`config.mk`:
```
export PLATFORM = sky130hd
export DESIGN_NAME = dmem_arbiter
export DESIGN_NICKNAME = d
export VERILOG_FILES = /design/src/rtl/dmem_pkg.sv /design/src/rtl/rr_arb2.sv /design/src/rtl/dmem_arbiter.sv
export SDC_FILE = /design/constraint.sdc
export NUM_CORES = 1
export LEC_CHECK = 0
export ABC_AREA = 1
export BUFFER_PORTS_ARGS = -buffer_cell sky130_fd_sc_hd__buf_2
export CORE_AREA = 2 2 106 108
export DETAILED_ROUTE_END_ITERATION = 10
export DIE_AREA = 0 0 108 110
export MAX_ROUTING_LAYER = met4
export PLACE_DENSITY_LB_ADDON = 0.12
export SYNTH_ARGS = -nofsm -noshare
export SYNTH_HDL_FRONTEND = slang
export SYNTH_SLANG_ARGS = --single-unit
```
`constraint.sdc`:
```
create_clock -name clk -period 1.45 [get_ports clk]
set_input_delay 0.145 -clock clk [delete_from_list [all_inputs] [get_ports clk]]
set_output_delay 0.145 -clock clk [all_outputs]
set_load 0.02 [all_outputs]
```
`src/rtl/dmem_pkg.sv`:
```
// dmem_pkg: shared FSM state encoding and default widths for dmem_arbiter and its bench
package dmem_pkg;
  localparam int DW_DEF    = 16;
  localparam int DEPTH_DEF = 1024;
  localparam int CNT_W     = 16;
  typedef enum logic [1:0] {IDLE, ACCESS, DONE} state_t;
endpackage

```
`src/rtl/rr_arb2.sv`:
```
// rr_arb2: 2-input round-robin arbiter (in: clk, rst, req0/req1, adv; out: any, gnt = winning port id)
module rr_arb2 (
  input  logic clk,
  input  logic rst,
  input  logic req0,
  input  logic req1,
  input  logic adv,
  output logic any,
  output logic gnt
);
  logic ptr_q, ptr_d;
  always_comb begin
    any   = req0 | req1;
    gnt   = (req0 & req1) ? ptr_q : req1;
    ptr_d = (adv & any) ? ~gnt : ptr_q;
  end
  always_ff @(posedge clk) ptr_q <= rst ? 1'b0 : ptr_d;
endmodule

```
`src/rtl/dmem_arbiter.sv`:
```
// dmem_arbiter: two-port round-robin data-memory arbiter (in: clk, rst, req/we/addr/wdata per port, mem_rdata; out: done/err per port, rdata, mem_r/mem_w/mem_addr/mem_wdata, acc_cnt)
module dmem_arbiter
  import dmem_pkg::*;
#(
  parameter int DW    = DW_DEF,
  parameter int DEPTH = DEPTH_DEF
) (
  input  logic              clk,
  input  logic              rst,
  input  logic              req0,
  input  logic              req1,
  input  logic              we0,
  input  logic              we1,
  input  logic [DW-1:0]     addr0,
  input  logic [DW-1:0]     addr1,
  input  logic [DW-1:0]     wdata0,
  input  logic [DW-1:0]     wdata1,
  output logic              done0,
  output logic              done1,
  output logic              err0,
  output logic              err1,
  output logic [DW-1:0]     rdata,
  output logic              mem_r,
  output logic              mem_w,
  output logic [DW-1:0]     mem_addr,
  output logic [DW-1:0]     mem_wdata,
  input  logic [DW-1:0]     mem_rdata,
  output logic [CNT_W-1:0]  acc_cnt
);
  state_t state_q, state_d;
  logic id_q, id_d, we_q, we_d;
  logic mem_r_q, mem_r_d, mem_w_q, mem_w_d;
  logic done0_q, done0_d, done1_q, done1_d, err0_q, err0_d, err1_q, err1_d;
  logic [DW-1:0] addr_q, addr_d, wdata_q, wdata_d, rdata_q, rdata_d, sel_addr;
  logic [CNT_W-1:0] acc_cnt_q, acc_cnt_d;
  logic any, gnt, sel_in, cur_in;
  rr_arb2 u_arb (
    .clk  (clk),
    .rst  (rst),
    .req0 (req0),
    .req1 (req1),
    .adv  (state_q == IDLE),
    .any  (any),
    .gnt  (gnt)
  );
  // Range check on the incoming winner sets up the enables registered into ACCESS
  assign sel_addr = gnt ? addr1 : addr0;
  assign sel_in   = {1'b0, sel_addr} < (DW+1)'(DEPTH);
  assign cur_in   = {1'b0, addr_q} < (DW+1)'(DEPTH);
  always_comb begin
    state_d   = state_q;
    id_d      = id_q;
    we_d      = we_q;
    addr_d    = addr_q;
    wdata_d   = wdata_q;
    rdata_d   = rdata_q;
    acc_cnt_d = acc_cnt_q;
    mem_r_d   = 1'b0;
    mem_w_d   = 1'b0;
    done0_d   = 1'b0;
    done1_d   = 1'b0;
    err0_d    = 1'b0;
    err1_d    = 1'b0;
    case (state_q)
      IDLE: if (any) begin
        state_d = ACCESS;
        id_d    = gnt;
        we_d    = gnt ? we1 : we0;
        addr_d  = sel_addr;
        wdata_d = gnt ? wdata1 : wdata0;
        mem_r_d = sel_in & ~we_d;
        mem_w_d = sel_in & we_d;
      end
      ACCESS: begin
        state_d   = DONE;
        rdata_d   = (cur_in & ~we_q) ? mem_rdata : '0;
        done0_d   = ~id_q;
        done1_d   = id_q;
        err0_d    = ~id_q & ~cur_in;
        err1_d    = id_q & ~cur_in;
        acc_cnt_d = acc_cnt_q + CNT_W'(cur_in);
      end
      default: state_d = IDLE;
    endcase
  end
  always_ff @(posedge clk) begin
    if (rst) begin
      state_q   <= IDLE;
      id_q      <= 1'b0;
      we_q      <= 1'b0;
      addr_q    <= '0;
      wdata_q   <= '0;
      rdata_q   <= '0;
      acc_cnt_q <= '0;
      mem_r_q   <= 1'b0;
      mem_w_q   <= 1'b0;
      done0_q   <= 1'b0;
      done1_q   <= 1'b0;
      err0_q    <= 1'b0;
      err1_q    <= 1'b0;
    end else begin
      state_q   <= state_d;
      id_q      <= id_d;
      we_q      <= we_d;
      addr_q    <= addr_d;
      wdata_q   <= wdata_d;
      rdata_q   <= rdata_d;
      acc_cnt_q <= acc_cnt_d;
      mem_r_q   <= mem_r_d;
      mem_w_q   <= mem_w_d;
      done0_q   <= done0_d;
      done1_q   <= done1_d;
      err0_q    <= err0_d;
      err1_q    <= err1_d;
    end
  end
  assign done0     = done0_q;
  assign done1     = done1_q;
  assign err0      = err0_q;
  assign err1      = err1_q;
  assign rdata     = rdata_q;
  assign mem_r     = mem_r_q;
  assign mem_w     = mem_w_q;
  assign mem_addr  = addr_q;
  assign mem_wdata = wdata_q;
  assign acc_cnt   = acc_cnt_q;
endmodule
```
== Yosys cells after proc, flatten, opt, wreduce, memory -nomap -nowiden ==
Index checks and enable logic that the tools add are counted.

* Flip-flop bits (word level): 75
* Bits of input ports: 86
* Output and inout bits: 70
* Logic and storage cells: 46

* Add/subtract/negate cells: 1
* Order comparisons: 2
* Eq/ne operators: 2
* Mux-type cells: 7
* Bitwise operators: 16
* Reductions and logical operators: 4

{| class="wikitable"
|+ Operator list
! kind !! count
|-
| two-way mux 16 bit || 3
|-
| < comparator 16 x 11 -> 1 bit, second input constant || 2
|-
| adder 16 x 1 -> 16 bit || 1
|-
| NOT 1 bit || 8
|-
| bitwise AND 1 bit || 7
|-
| case mux 2 bit (2 select lines) || 1
|-
| OR reduction 3 bit || 1
|-
| == test 2 x 1 -> 1 bit, second input constant || 1
|-
| logical NOT 2 bit || 1
|-
| two-way mux 1 bit || 2
|-
| two-way mux 2 bit || 1
|-
| inequality test 2 bit, second input constant || 1
|-
| AND reduction 2 bit || 1
|-
| OR reduction 2 bit || 1
|-
| bitwise OR 1 bit || 1
|}

== Longest topological paths before layout ==
* Word-level depth: 5
* Gate-level depth with buffers: 10
* Depth with buffers taken out: 10

== By module ==
Synthesis repeated with hierarchy kept, for this count alone.

* Cell total of the unflattened synthesis: 398
* Area total of the unflattened synthesis: 3,339.5 sq um

{| class="wikitable"
|+ By module, submodules not included
! module !! instances !! cells each !! area each (sq um) !! sequential area each (sq um)
|-
| dmem_arbiter || 1 || 390 || 3,280.6 || 1,481.4
|-
| rr_arb2 || 1 || 8 || 58.8 || 20.0
|}

== Worst setup path after synthesis ==
OpenSTA, ideal clock, no wires.

* Path type: reg-to-reg
* Start: register addr_q[10], in the netlist mem_addr[10]
* End: register acc_cnt_q[14], in the netlist acc_cnt[14]
* Setup time: 0.111 ns
* Arrival: 1.528 ns
* Data required time: 1.339 ns
* Slack: -0.189 ns
* Stages on the path, launching flop included: 10
* Path buffers: 0
* Period minus slack after synthesis: 1.639 ns
* Cells stage by stage: dfxtp_1 nor2_1 nand3_1 nor2_2 ha_1 nand3_2 nor3_4 nand3_1 nand2_1 nor2_1

* Cells in the longest elaborated chain, start to end: 2

{| class="wikitable"
|+ Ends and longest elaborated chain
! element !! RTL line !! text
|-
| from (decl) || dmem_arbiter.sv:34 || <nowiki>logic [DW-1:0] addr_q, addr_d, wdata_q, wdata_d, rdata_q, rdata_d, sel_addr;</nowiki>
|-
| from (signal assigned) || dmem_arbiter.sv:105 || <nowiki>addr_q <= addr_d;</nowiki>
|-
| < comparator 16 x 11 -> 1 bit || dmem_arbiter.sv:49 || <nowiki>assign cur_in = {1'b0, addr_q} < (DW+1)'(DEPTH);</nowiki>
|-
| adder 16 x 1 -> 16 bit || dmem_arbiter.sv:81 || <nowiki>acc_cnt_d = acc_cnt_q + CNT_W'(cur_in);</nowiki>
|-
| to (signal assigned) || dmem_arbiter.sv:108 || <nowiki>acc_cnt_q <= acc_cnt_d;</nowiki>
|-
| to (decl) || dmem_arbiter.sv:35 || <nowiki>logic [CNT_W-1:0] acc_cnt_q, acc_cnt_d;</nowiki>
|}

Every way passes these cells.
A chain may end at the register's enable or synchronous reset.

== Final worst setup path ==
* Start: register addr_q[11], in the netlist mem_addr[11]
* End: register acc_cnt_q[8], in the netlist acc_cnt[8]

The elaborated chain is that of the path after synthesis.

==> reports/results.ini <==
[clock_tree]
htreeDepth=3
hold_buffers=0
cts_sinks=75
cts.clk_slew.worst_paths_ps=80
cts_tree=yes
clk_latency_ps=340
clockBufferDepth=2
cts_made_buffers=9
root_buffer=clkbuf_8

[synthesis]
synth_nets=513
synth-seq-cells=75
synth.avg_cell_area_um2=7.40
synth-edff-count=0
synth.yosys.warnings=0
synth_seq_area_share_pct=47.7
syn_area_um2=3150
async_reset_ff_share_pct=0
synth.distinct_cells=31
syn-instance-count=425
synth-main-ff-cell=dfxtp_1

[placed_design]
dp_cells=727
preCtsSetupSlack_ps=-132
place_area_um2=4260
port_buffers=155
dp_hpwl_um=6610
place.gp.congestion=0.833

[timing]
final_max_slew_viol_count=0
worst_pin_slew_ps=406
min_period_over_period_pct=107
timing.final.crit_period_ps=1550
setup_slack_ps=-101
finalSetupViolCount=4
slew_headroom_pct=72.8
hold_viol=0
grt_setup_unrepaired=yes
clock_skew_ps=10.7
max_freq_ghz=0.645

[worst_setup_path]
worstSetupPathType=reg -> reg
cp.arrival_ps=1790
start_kind=flip-flop
crit_path_max_fanout=6
end_kind=flip-flop
crit_required_ps=1690

[finish]
syn_to_final_growth_pct=44.4
instances_no_fill=747
antenna_cells=0
register_area_um2=1510
drive_above_1_share_pct=38.2
multiInputGateArea_um2=1510
fin_nets=690
nFillCells=1131
design_area_um2=4540

[power]
ir_drop_v=0.000470
p_per_area_nw_per_um2=1060
p_leak_uw=0.00217

[run_status]
outcome=finished with violations
violations=setup timing

[hold_path]
hp-class=in -> reg

[floorplan]
die_area_um2=11900
die_x_um=108
die_y_um=110
start_util_pct=29.4
io_pins=156
coreArea_um2=10700
fp-row-count=38

[route]
wl_per_cell_um=12.1
vias_per_cell=4.48
wl_met3_um=626
drc=0
num_vias=3346
dr.max_layer_used=met4
ant_nets=0
first_iter_violations=106
firstDrtPassIters=4
drt-met1-wl_um=4070
finalWirelength_um=9070
route.met2.wl_um=4270

[grt]
grt_pass1_vias=3217
grt_pass1_wl_um=14700
grt_overflow_total=0
antenna_found_initial=0
grt_max_degree=36
track_usage_pct=15.9

[run]
cap_violations=0

-- final cells by class --
cell class,instances,share of cell area (%)
Clock buffer,10,2.81
Inverter,35,2.89
Timing Repair Buffer,185,22.9
Multi-Input combinational cell,296,33.3
Clock inverter,6,0.937
Tap cell,140,3.86
Sequential cell,75,33.3
-- critical path: stages (launching register included) --
cell and delay [ps]:
dfxtp_2 340, nor2_4 120, nand3_4 100, nor2_4 140
ha_4 150, nand3_4 90, nor3_4 270, nand3_1 120
nand2_1 70, nor2_1 40
-- sequential cells by signal, summed over array words and instances, names as in the netlist --
name	flops
id_q	1
err1	1
we_q	1
u_arb.ptr_q	1
done0	1
acc_cnt	16
mem_r	1
mem_wdata	16
err0	1
mem_addr	16
mem_w	1
rdata	16
state_q	2
done1	1
-- final timing paths --
path / slack, ps / cells past startpoint / to / start
worst max-delay path: -100 / 9 / acc_cnt[8] / mem_addr[11]
worst min register to register: 440 / 1 / done0 / id_q
worst max register to register: -100 / 9 / acc_cnt[8] / mem_addr[11]
worst min-delay path: 50 / 3 / rdata[11] / mem_rdata[11]
-- layer usage --
layer / track usage (%) / vias to the layer above
li1: - / 1743
met1: 19.6 / 1492
met2: 26.2 / 102
met3: 4.12 / 9
met4: 4.12 / 0
met5: - / -
-- report_power, final --
group	switching, uW	internal, uW
clock	781	618
sequential	88.0	2220
combinational	658	431
-- cells in the mapped netlist, types with 2 or more instances --
cell	n	area [um^2]
ha_1	2	25.0
o21ai_0	31	155
buf_2	8	40.0
nand2_1	137	514
inv_1	34	128
nor3_1	8	40.0
clkbuf_1	7	26.3
nand4_1	3	18.8
nor2_4	2	22.5
a31oi_1	27	169
a211oi_1	2	15.0
dfxtp_1	75	1500
nand3_1	16	80.1
buf_6	3	33.8
nor2_1	26	97.6
a21oi_1	23	115
nor2_2	7	43.8
-- metrics by stage --
step	utilization, %	power (uW)	setup TNS, ps	hold slack (ps)
after CTS	41.5	4830	-246	23.5
after global placement	39.8	3380	-434	395
after floorplan	-	2970	-465	286
after global routing	42.5	5110	-1150	31.8
after detailed placement	39.8	3390	-657	401
final	42.5	4790	-331	46.1
-- kinds of logic (layout without fill, tap and decap cells) --
| group | after synthesis | count (layout) | share of synthesized area, % |
|---|---|---|---|
| AO/OA/AOI/OAI | 86 | 86 | 15.1 |
| adder cells (fa/ha/maj) | 2 | 2 | 0.795 |
| buffers and inverters | 55 | 236 | 7.72 |
| flip-flops | 75 | 75 | 47.7 |
| AND/OR/NAND/NOR | 207 | 208 | 28.6 |
-- placed cells by master, fill, tap and decap left out, types with 2 or more instances in the layout --
master	Yosys	routed
nor2_1	26	23
o21ai_0	31	26
a21oi_1	23	23
o21ai_1	1	5
a31oi_1	27	27
buf_4	1	26
dfxtp_2	0	6
nand4_1	3	3
nor3_1	8	7
a211oi_1	2	2
buf_2	8	155
nor2_4	2	9
buf_12	0	3
nor2_2	7	4
dfxtp_1	75	68
inv_1	34	34
clkbuf_8	0	9
nor3_4	1	2
nand3_1	16	15
clkinvlp_4	0	5
nand2_1	137	137
nand3_4	0	2
-- timing repair --
| item | in CTS | in global routing |
|---|---|---|
| hold endpoints to repair | 0 | 0 |
| resized for setup | 2 | 15 |
| setup endpoints to repair | 7 | 40 |
| gates cloned | 0 | 1 |
| pin swaps | 7 | 16 |
| buffers inserted | 1 | 4 |
(Power assumes the default switching activity.)
